$ cat config.mk
export PLATFORM = sky130hd
export DESIGN_NAME = stopwatch_counter
export DESIGN_NICKNAME = d
export VERILOG_FILES = /design/src/rtl/stopwatch_pkg.sv /design/src/rtl/bcd_digit.sv /design/src/rtl/stopwatch_counter_chk.sv /design/src/rtl/stopwatch_counter.sv
export SDC_FILE = /design/constraint.sdc
export NUM_CORES = 1
export LEC_CHECK = 0
export CAP_MARGIN = 20
export CELL_PAD_IN_SITES_DETAIL_PLACEMENT = 0
export CELL_PAD_IN_SITES_GLOBAL_PLACEMENT = 1
export CORE_AREA = 2 2 121 123
export DETAILED_ROUTE_END_ITERATION = 16
export DIE_AREA = 0 0 123 125
export PLACE_DENSITY = 0.76
export SYNTH_ARGS = -nofsm -noshare
export SYNTH_HDL_FRONTEND = slang
export SYNTH_SLANG_ARGS = --single-unit
$ cat constraint.sdc
create_clock -name CLK -period 14.5 [get_ports CLK]
set_input_delay 2.9 -clock CLK [delete_from_list [all_inputs] [get_ports CLK]]
set_output_delay 2.9 -clock CLK [all_outputs]
set_load 0.005 [all_outputs]
$ cat src/rtl/stopwatch_pkg.sv
// Shared definitions for the stopwatch control FSM and its counter datapath:
// command codes, FSM mode codes, count ceiling and BCD helper functions.
package stopwatch_pkg;

    typedef enum logic [2:0] {
        CMD_HOLD      = 3'b000,
        CMD_INC       = 3'b001,
        CMD_DEC       = 3'b010,
        CMD_LOAD_0    = 3'b011,
        CMD_LOAD_9999 = 3'b100,
        CMD_LOAD_EXT  = 3'b101
    } sw_cmd_e;

    typedef enum logic [1:0] {
        MODE_IDLE  = 2'b00,
        MODE_UP    = 2'b01,
        MODE_DOWN  = 2'b10,
        MODE_PAUSE = 2'b11
    } sw_mode_e;

    typedef enum logic [2:0] {
        ST_RESET   = 3'b000,
        ST_STOPPED = 3'b001,
        ST_RUN_UP  = 3'b010,
        ST_RUN_DN  = 3'b011,
        ST_PAUSED  = 3'b100,
        ST_PRESET  = 3'b101
    } sw_state_e;

    localparam int SW_MAX_CNT = 9999;

    // Any nibble above 9 is forced to 9 so a preset can never leave the BCD domain.
    function automatic logic [15:0] clamp_bcd(input logic [15:0] b);
        logic [15:0] r;
        r = b;
        for (int i = 0; i < 4; i++) begin
            if (b[4*i +: 4] > 4'd9) begin
                r[4*i +: 4] = 4'd9;
            end else begin
                r[4*i +: 4] = b[4*i +: 4];
            end
        end
        return r;
    endfunction

    function automatic logic [13:0] bcd_to_bin(input logic [15:0] b);
        logic [13:0] t;
        t = {10'd0, b[15:12]} * 14'd1000
          + {10'd0, b[11:8]}  * 14'd100
          + {10'd0, b[7:4]}   * 14'd10
          + {10'd0, b[3:0]};
        return t;
    endfunction

    function automatic logic bcd_is_valid(input logic [15:0] b);
        return (b[15:12] <= 4'd9) && (b[11:8] <= 4'd9) &&
               (b[7:4] <= 4'd9) && (b[3:0] <= 4'd9);
    endfunction

endpackage

$ cat src/rtl/bcd_digit.sv
// One mod-10 up/down BCD digit. cout_o flags a carry (up, at 9) or borrow
// (down, at 0) in the same cycle it is enabled, feeding the next digit's enable.
module bcd_digit (
    input  logic       CLK,
    input  logic       reset,
    input  logic       en_i,
    input  logic       up_i,
    input  logic       load_i,
    input  logic [3:0] load_val_i,
    output logic [3:0] digit_o,
    output logic       cout_o
);

    logic [3:0] digit_q;
    logic [3:0] digit_d;

    // Next digit value: load wins, otherwise wrap-around step when enabled.
    always_comb begin
        digit_d = digit_q;
        if (load_i) begin
            digit_d = load_val_i;
        end else if (en_i) begin
            if (up_i) begin
                digit_d = (digit_q == 4'd9) ? 4'd0 : digit_q + 4'd1;
            end else begin
                digit_d = (digit_q == 4'd0) ? 4'd9 : digit_q - 4'd1;
            end
        end else begin
            digit_d = digit_q;
        end
    end

    // Digit register.
    always_ff @(posedge CLK) begin
        if (reset) begin
            digit_q <= 4'd0;
        end else begin
            digit_q <= digit_d;
        end
    end

    assign digit_o = digit_q;
    assign cout_o  = en_i && !load_i && (up_i ? (digit_q == 4'd9) : (digit_q == 4'd0));

endmodule

$ cat src/rtl/stopwatch_counter_chk.sv
// Property checker for the stopwatch counter: BCD/binary agreement and flag consistency.
module stopwatch_counter_chk
    import stopwatch_pkg::*;
#(
    parameter int MAX_CNT = SW_MAX_CNT
) (
    input logic        CLK,
    input logic        reset,
    input logic [13:0] counter,
    input logic [15:0] bcd,
    input logic        at_max,
    input logic        at_min,
    input logic        bcd_overflow
);

    localparam logic [13:0] CNT_MAX = 14'(MAX_CNT);

    a_bcd_matches: assert property (@(posedge CLK) disable iff (reset)
        bcd_is_valid(bcd) && (bcd_to_bin(bcd) == counter));

    a_at_max: assert property (@(posedge CLK) disable iff (reset)
        at_max == (counter == CNT_MAX));

    a_at_min: assert property (@(posedge CLK) disable iff (reset)
        at_min == (counter == 14'd0));

    a_no_overflow: assert property (@(posedge CLK) disable iff (reset)
        !bcd_overflow);

endmodule

$ cat src/rtl/stopwatch_counter.sv
// Stopwatch datapath: executes HOLD/INC/DEC/LOAD commands from the control FSM,
// keeping a saturating 0..MAX_CNT count in binary and in four chained BCD digits.
module stopwatch_counter
    import stopwatch_pkg::*;
#(
    parameter int TICK_DIV = 1_000_000,
    parameter int MAX_CNT  = SW_MAX_CNT
) (
    input  logic        CLK,
    input  logic        reset,
    input  logic [2:0]  cmd,
    input  logic [15:0] ext_bcd,
    output logic [13:0] counter,
    output logic [15:0] bcd,
    output logic        step,
    output logic        at_max,
    output logic        at_min
);

    localparam int              PRE_W    = $clog2(TICK_DIV);
    localparam logic [PRE_W-1:0] PRE_LAST = PRE_W'(TICK_DIV - 1);
    localparam logic [13:0]     CNT_MAX  = 14'(MAX_CNT);
    localparam logic [15:0]     MAX_BCD  = {4'((MAX_CNT / 1000) % 10), 4'((MAX_CNT / 100) % 10),
                                            4'((MAX_CNT / 10) % 10),   4'(MAX_CNT % 10)};

    logic             is_inc_s;
    logic             is_dec_s;
    logic             is_load_s;
    logic [15:0]      ext_clamped_s;
    logic [15:0]      load_bcd_s;
    logic [13:0]      load_bin_s;
    logic             tick_s;
    logic             step_en_s;
    logic [4:0]       en_chain_s;
    logic [15:0]      bcd_s;

    logic [PRE_W-1:0] pre_q;
    logic [PRE_W-1:0] pre_d;
    logic [13:0]      counter_q;
    logic [13:0]      counter_d;
    logic             step_q;
    logic             at_max_q;
    logic             at_min_q;

    assign ext_clamped_s = clamp_bcd(ext_bcd);

    // Command decode; unused codes fall through as HOLD.
    always_comb begin
        is_inc_s   = 1'b0;
        is_dec_s   = 1'b0;
        is_load_s  = 1'b0;
        load_bcd_s = 16'h0000;
        load_bin_s = 14'd0;
        case (cmd)
            CMD_INC:       is_inc_s = 1'b1;
            CMD_DEC:       is_dec_s = 1'b1;
            CMD_LOAD_0:    is_load_s = 1'b1;
            CMD_LOAD_9999: begin
                is_load_s  = 1'b1;
                load_bcd_s = MAX_BCD;
                load_bin_s = CNT_MAX;
            end
            CMD_LOAD_EXT:  begin
                is_load_s  = 1'b1;
                load_bcd_s = ext_clamped_s;
                load_bin_s = bcd_to_bin(ext_clamped_s);
            end
            default:       is_load_s = 1'b0;
        endcase
    end

    assign tick_s    = (is_inc_s || is_dec_s) && (pre_q == PRE_LAST);
    assign step_en_s = tick_s && ((is_inc_s && (counter_q != CNT_MAX)) ||
                                  (is_dec_s && (counter_q != 14'd0)));

    // Prescaler and binary count next state; HOLD keeps the partial period.
    always_comb begin
        pre_d     = pre_q;
        counter_d = counter_q;
        if (is_load_s) begin
            pre_d     = {PRE_W{1'b0}};
            counter_d = load_bin_s;
        end else if (is_inc_s || is_dec_s) begin
            pre_d = tick_s ? {PRE_W{1'b0}} : pre_q + PRE_W'(1);
            if (step_en_s) begin
                counter_d = is_inc_s ? counter_q + 14'd1 : counter_q - 14'd1;
            end else begin
                counter_d = counter_q;
            end
        end else begin
            pre_d     = pre_q;
            counter_d = counter_q;
        end
    end

    // Datapath registers; flags derive from the next-state count so they track counter.
    always_ff @(posedge CLK) begin
        if (reset) begin
            pre_q     <= {PRE_W{1'b0}};
            counter_q <= 14'd0;
            step_q    <= 1'b0;
            at_max_q  <= 1'b0;
            at_min_q  <= 1'b1;
        end else begin
            pre_q     <= pre_d;
            counter_q <= counter_d;
            step_q    <= step_en_s;
            at_max_q  <= (counter_d == CNT_MAX);
            at_min_q  <= (counter_d == 14'd0);
        end
    end

    assign en_chain_s[0] = step_en_s;

    for (genvar g = 0; g < 4; g++) begin : g_digit
        bcd_digit u_digit (
            .CLK        (CLK),
            .reset      (reset),
            .en_i       (en_chain_s[g]),
            .up_i       (is_inc_s),
            .load_i     (is_load_s),
            .load_val_i (load_bcd_s[4*g +: 4]),
            .digit_o    (bcd_s[4*g +: 4]),
            .cout_o     (en_chain_s[g+1])
        );
    end

    stopwatch_counter_chk #(
        .MAX_CNT (MAX_CNT)
    ) u_chk (
        .CLK          (CLK),
        .reset        (reset),
        .counter      (counter_q),
        .bcd          (bcd_s),
        .at_max       (at_max_q),
        .at_min       (at_min_q),
        .bcd_overflow (en_chain_s[4])
    );

    assign counter = counter_q;
    assign bcd     = bcd_s;
    assign step    = step_q;
    assign at_max  = at_max_q;
    assign at_min  = at_min_q;

endmodule

==> key figures, run 1 <==
Worst hold path
  – Min-Delay Path Depth: 2
  – Hold EP: pre_q[19]
  – Min-Delay Startpoint: pre_q[19]
  – Hold WC Path Type: reg2reg

Clock network
  – Maximum clock path buffer count: 2
  – Worst-path clk slew: 0.08 ns
  – CTS sink cnt: 53
  – CTS tree: done
  – H-Tree Depth: 2
  – Root buffer cell: clkbuf_16
  – Later-pin clock latency in the skew report: 0.30 ns
  – Hold_buf cts: 0
  – Number of buffers created by CTS: 5
  – Post-cts sizing count: 0
  – Post-CTS setup buffer count: 0

Placement
  – Dpl ws: 6.00 ns
  – PortBufs: 53
  – Post-DP HPWL: 11.3 mm
  – GP Congestion: 0.824

Timing
  – Slew Limit Fails: 0
  – Fin crit share: 56.7%
  – PnR worst setup slack: 6.27 ns
  – Slew margin rel.: 39.3%
  – Fmax: 122 MHz
  – Final setup fails: 0
  – Worst Max-Slew Pin Slew: 0.910 ns
  – Final critical-path required period: 8.23 ns
  – Final hold viol count: 0
  – RSZ-0062 raised after global routing: no
  – Setup Skew: 0.00710 ns
  – Sum Neg Setup Slack: 0 ns

Yosys
  – Async SR Flop Fraction: 0%
  – YS warnings: 0
  – Synthesized instance count: 695
  – Post-Syn Nets: 792
  – Post-synth EDFFs: 0
  – Cell variety after synth: 65
  – Dominant synthesized flop cell: dfxtp_1
  – Syn avg cell area: 7.89 sq um
  – Register bit total from synthesis: 53
  – Syn Std Cell Area: 5480 sq um
  – Post-synthesis sequential area ratio: 19.4%

Floorplanning
  – Die H: 125 um
  – Row cnt: 44
  – Starting density of the core: 38.6%
  – Core ar.: 14200 sq um
  – Die area: 15400 sq um
  – Die Wd: 123 um
  – I/O pin count: 54

Critical path
  – Worst Path Max Fanout: 9
  – CP max stage delay: 0.56 ns
  – CP delay by family, top: compound AO/OA/AOI/OAI gates
  – Reg2Reg Depth: 9
  – Critical path, cell by cell: clkdlybuf4s50_1 -> o21a_1 -> nor2_1 -> inv_1 -> ha_1 -> ha_1 -> inv_1 -> fa_1 -> inv_1 -> a21o_1 -> a21oi_1 -> xnor2_1 -> ha_1 -> ha_1 -> ha_1 -> a21oi_1 -> o22ai_1 -> a311o_1 -> a21oi_1 -> xnor2_1 -> a21oi_1 -> a311oi_1 -> a41o_1
  – Crit end category: register
  – Crit path top cell by count: ha_1
  – Critical Path RT: 14.75 ns
  – Crit path buffers/inverters: 4
  – Worst r2r src: counter[0]
  – RR Endpoint: at_min
  – WS Path Type: in2reg
  – Critical path arrival: 8.48 ns
  – Flop2flop setup slack: 11.37 ns
  – Worst Setup Start Kind: primary input
  – CP max stage cell: clkdlybuf4s50_1

Power and ir drop
  – Leak: 2.50 nW
  – PD cells: 113 nW/um^2
  – Peak supply drop: 0.0000583 V

Routing
  – Via count: 5090
  – Routed Wire Length: 14.7 mm
  – Post-route ant nets: 0
  – DRT iter0 DRCs: 382
  – Drt drc: 0
  – WL/cell: 16.4 um
  – Initial DRT Pass Iterations: 5
  – Vias per cell: 5.65

Finish
  – Share of the core filled with cells: 44.2%
  – Final-layout fill cell count: 1441
  – Most frequent cells in the layout: 73 x nor2_1, 60 x ha_1, 53 x dfxtp_1, 53 x clkdlybuf4s50_1, 41 x inv_1
  – Share of cells above drive strength 1: 5.30%
  – Layout net count: 813
  – Antenna diode count: 0
  – Area grow syn2layout: 14.6%
  – Most common cell after layout, fill and taps aside: nor2_1

Global routing
  – Number of global-route vias before repair: 4798
  – GRT Resource Usage Total: 19.2%
  – Remaining global-route overflow: 0
  – Initial antenna violation count: 0
  – Largest net degree at the start of global routing: 36
  – First-pass GRT wire length: 24.0 mm

Job
  – Max-Cap Viols: 0

Outcome
  – Status: finished, final reports clean
==> Yosys cell counts (3+ instances only) <==
cell,count,area [sq um]
a2111oi_0,3,26.3
a211oi_1,9,67.6
a21o_1,8,60.1
a21oi_1,37,185
a222oi_1,4,40.0
a311oi_1,9,78.8
a31oi_1,10,62.6
a41oi_1,3,26.3
and2_1,4,25.0
and3_1,11,68.8
and4_1,6,52.6
buf_1,4,15.0
buf_2,6,30.0
clkbuf_1,33,124
dfxtp_1,53,1060
fa_1,16,320
ha_1,60,751
inv_1,41,154
mux2_2,5,56.3
mux2i_1,7,70.1
nand2_1,36,135
nand2b_1,8,50.1
nand3_1,27,135
nor2_1,73,274
nor2b_1,14,87.6
nor3_1,31,155
nor4_1,12,75.1
o2111ai_1,4,35.0
o211ai_1,8,60.1
o21a_1,9,67.6
o21ai_0,38,190
o22ai_1,6,37.5
o31ai_1,5,37.5
or2_2,4,25.0
or3_1,5,31.3
xnor2_1,31,272
xor2_1,19,166
==> state kept, by name (all words and copies together) (netlist names) <==
| register | count |
|---|---|
| pre_q | 20 |
| g_digit.u_digit.digit_o | 16 |
| counter | 14 |
| at_max | 1 |
| at_min | 1 |
| step | 1 |
==> per-stage QoR <==
step	hold slack, ns	instance area (sq um)	instances	power [mW]
finish	0.522	6280	901	0.709
global route	0.561	6280	901	0.769
CTS	0.527	6270	900	0.711
detailed placement	0.509	6090	892	0.564
global placement	0.504	6090	892	0.560
floorplan	0.479	5480	695	0.465
==> worst register-to-register path, cell delays in order (launching register included) <==
cell and delay [ns]:
dfxtp_1 0.40, fa_1 0.51, a211oi_1 0.26, o21ai_0 0.16, a2111oi_0 0.58, nor2_1 0.13, xnor2_1 0.28, o21ai_0 0.18
nor4_1 0.37, a41o_1 0.21
==> worst max path at each step <==
stage,startpoint,end,slack [ns],cells after the start
finish,ext_bcd[15],at_min,6.27,23
global placement,ext_bcd[15],at_min,6.27,23
detailed placement,ext_bcd[15],at_min,6.00,23
CTS,ext_bcd[15],at_min,6.29,23
global route,ext_bcd[15],at_min,5.74,23
floorplan,ext_bcd[15],at_min,7.11,20
==> area by class of cell <==
| class | instances | area [sq um] | area share, % |
|---|---|---|---|
| Sequential cell | 53 | 1060 | 16.9 |
| Timing Repair Buffer | 59 | 583 | 9.28 |
| Tap cell | 184 | 230 | 3.66 |
| Clock inverter | 3 | 50.0 | 0.796 |
| Inverter | 41 | 154 | 2.45 |
| Clock buffer | 5 | 125 | 1.99 |
| Multi-Input combinational cell | 556 | 4080 | 64.9 |
==> metal layers <==
metal	up-vias	wire [um]	global-route usage [%]	share of wire, %
met1	2423	6860	26.7	47
met5	-	0	0	0
met2	100	7090	31.7	48
met3	11	604	2.46	4.1
li1	2556	-	-	-
met4	0	182	4.48	1.2
==> power by group <==
| part | internal (mW) | leakage (nW) | switching [mW] | total, mW |
|---|---|---|---|---|
| clock | 0.0832 | 0.0859 | 0.0611 | 0.144 |
| sequential | 0.155 | 0.432 | 0.0196 | 0.175 |
| combinational | 0.177 | 1.99 | 0.214 | 0.390 |
| total | 0.415 | 2.50 | 0.294 | 0.709 |
==> kinds of logic after synthesis <==
group / synth area share, %
xor+xnor: 7.99
simple gates: 23.6
compound gates: 20.9
fa+ha+maj: 19.5
mux: 2.31
flops: 19.4
buf+inv: 6.30
Power figures use the tool's default switching activity.
==> run 2: changes to the inputs <==
--- a/config.mk
+++ b/config.mk
@@ -11,7 +11,7 @@
 export CORE_AREA = 2 2 121 123
 export DETAILED_ROUTE_END_ITERATION = 16
 export DIE_AREA = 0 0 123 125
-export PLACE_DENSITY = 0.76
+export PLACE_DENSITY = 0.79
 export SYNTH_ARGS = -nofsm -noshare
 export SYNTH_HDL_FRONTEND = slang
 export SYNTH_SLANG_ARGS = --single-unit
==> constraint.sdc (replaced) <==
create_clock -name CLK -period 7.4 [get_ports CLK]
set_input_delay 1.48 -clock CLK [delete_from_list [all_inputs] [get_ports CLK]]
set_output_delay 1.48 -clock CLK [all_outputs]
set_load 0.005 [all_outputs]
==> key figures, run 2 (synthesis gave the netlist of run 1 again) <==
Finish
  – Reg with most FFs: pre_q
  – Share of cells above drive strength 1: 5.56%
  – Most frequent cells in the layout: 73 x nor2_1, 60 x ha_1, 53 x dfxtp_1, 53 x clkdlybuf4s50_1, 41 x inv_1
  – Max reg flops: 20
  – Most common cell after layout, fill and taps aside: nor2_1
  – Final-layout fill cell count: 1445
  – Cell Count, Final, Fillers Out: 903
  – Layout net count: 815
  – Antenna diode count: 0
  – Area grow syn2layout: 14.4%

Critical path
  – Crit end category: register
  – WS Path Type: in2reg
  – Critical path arrival: 6.91 ns
  – Flop2flop setup slack: 4.18 ns
  – Critical Path RT: 7.65 ns
  – Worst Setup Start Kind: primary input
  – Worst Path Max Fanout: 9

Timing
  – Final setup fails: 0
  – RSZ-0062 raised after global routing: no
  – Final critical-path required period: 6.66 ns
  – Worst Max-Slew Pin Slew: 0.885 ns
  – Slew Limit Fails: 0
  – Sum Neg Setup Slack: 0 ns
  – Slew margin rel.: 41.0%
  – Final hold viol count: 0
  – Setup Skew: 0.00808 ns
  – Fin crit share: 90.0%
  – Fmax: 150 MHz

Floorplanning
  – I/O pin count: 54
  – Row cnt: 44
  – Die Wd: 123 um
  – Die H: 125 um
  – Core ar.: 14200 sq um
  – Die area: 15400 sq um
  – Starting density of the core: 38.6%

Routing
  – Initial DRT Pass Iterations: 5
  – Routed Wire Length: 14.6 mm
  – Drt drc: 0
  – Via count: 5150
  – Post-route ant nets: 0
  – DRT iter0 DRCs: 394
  – WL/cell: 16.1 um
  – Vias per cell: 5.70

Global routing
  – Largest net degree at the start of global routing: 36
  – Number of global-route vias before repair: 4796
  – GRT Resource Usage Total: 19.4%
  – Initial antenna violation count: 0
  – Remaining global-route overflow: 0
  – First-pass GRT wire length: 24.4 mm

Power and ir drop
  – Peak supply drop: 0.000138 V
  – PD cells: 217 nW/um^2
  – Leak: 2.50 nW

Clock network
  – Root buffer cell: clkbuf_16
  – CTS tree: done
  – Maximum clock path buffer count: 2
  – H-Tree Depth: 2
  – Hold_buf cts: 0
  – Post-cts sizing count: 0
  – Worst-path clk slew: 0.08 ns
  – CTS sink cnt: 53
  – Later-pin clock latency in the skew report: 0.31 ns
  – Number of buffers created by CTS: 5
  – Post-CTS setup buffer count: 0

Placement
  – PortBufs: 53
  – GP Congestion: 0.879
  – Post-DP HPWL: 11.1 mm
  – Placed cells: 895

Outcome
  – Status: finished, final reports clean

Worst hold path
  – Hold WC Path Type: reg2reg

Job
  – Max-Cap Viols: 0
## run 2: routing by layer
metal  track usage, %  vias up  part of all wire [%]
met5                0        -                     0
met4             5.35        0                   1.8
met3             2.42       19                   3.9
met2             31.1      102                    47
met1             27.3     2461                    48
li1                 -     2568                     -
## run 2: worst paths after layout
check	cells after the start	end	startpoint
max	21	at_min	ext_bcd[15]
min	2	pre_q[13]	pre_q[13]
max reg2reg	9	at_min	counter[0]
min reg2reg	2	pre_q[13]	pre_q[13]
## run 2: area by class of cell
| cell class | instances | area (sq um) | share of cell area (%) |
|---|---|---|---|
| flip-flops and latches | 53 | 1060 | 16.9 |
| multi-input cells | 556 | 4080 | 65.1 |
| repair buffers | 61 | 591 | 9.42 |
| well taps | 184 | 230 | 3.67 |
| clock inverters | 3 | 28.8 | 0.459 |
| clock buffers | 5 | 125 | 2.00 |
| inverters | 41 | 154 | 2.45 |
## run 2: stage by stage
stage | hold slack, ns | total power [mW] | worst slack (ns) | area [sq um] | util (%)
after floorplan | 0.479 | 0.912 | 1.43 | 5480 | -
after global placement | 0.504 | 1.09 | 0.665 | 6120 | 43.1
after detailed placement | 0.534 | 1.10 | 0.419 | 6120 | 43.1
after CTS | 0.555 | 1.37 | 0.723 | 6270 | 44.1
after global routing | 0.580 | 1.48 | 0.456 | 6270 | 44.1
final | 0.548 | 1.36 | 0.740 | 6270 | 44.1
## run 2: worst max-delay path, stage by stage
cell,delay [ns]
clkdlybuf4s50_1,0.55
or2_2,0.37
ha_1,0.30
inv_1,0.10
fa_1,0.54
inv_1,0.04
ha_1,0.34
a21o_1,0.17
a21oi_1,0.22
xnor2_1,0.16
ha_1,0.25
ha_1,0.30
ha_1,0.37
a21oi_1,0.15
o22ai_1,0.09
a311o_1,0.33
a21oi_1,0.17
xnor2_1,0.17
a21oi_1,0.10
a311oi_1,0.48
a41o_1,0.23
## run 2: power by group
group,internal (mW),switching (mW)
clock,0.130,0.129
combinational,0.347,0.414
sequential,0.304,0.0370
total,0.781,0.580
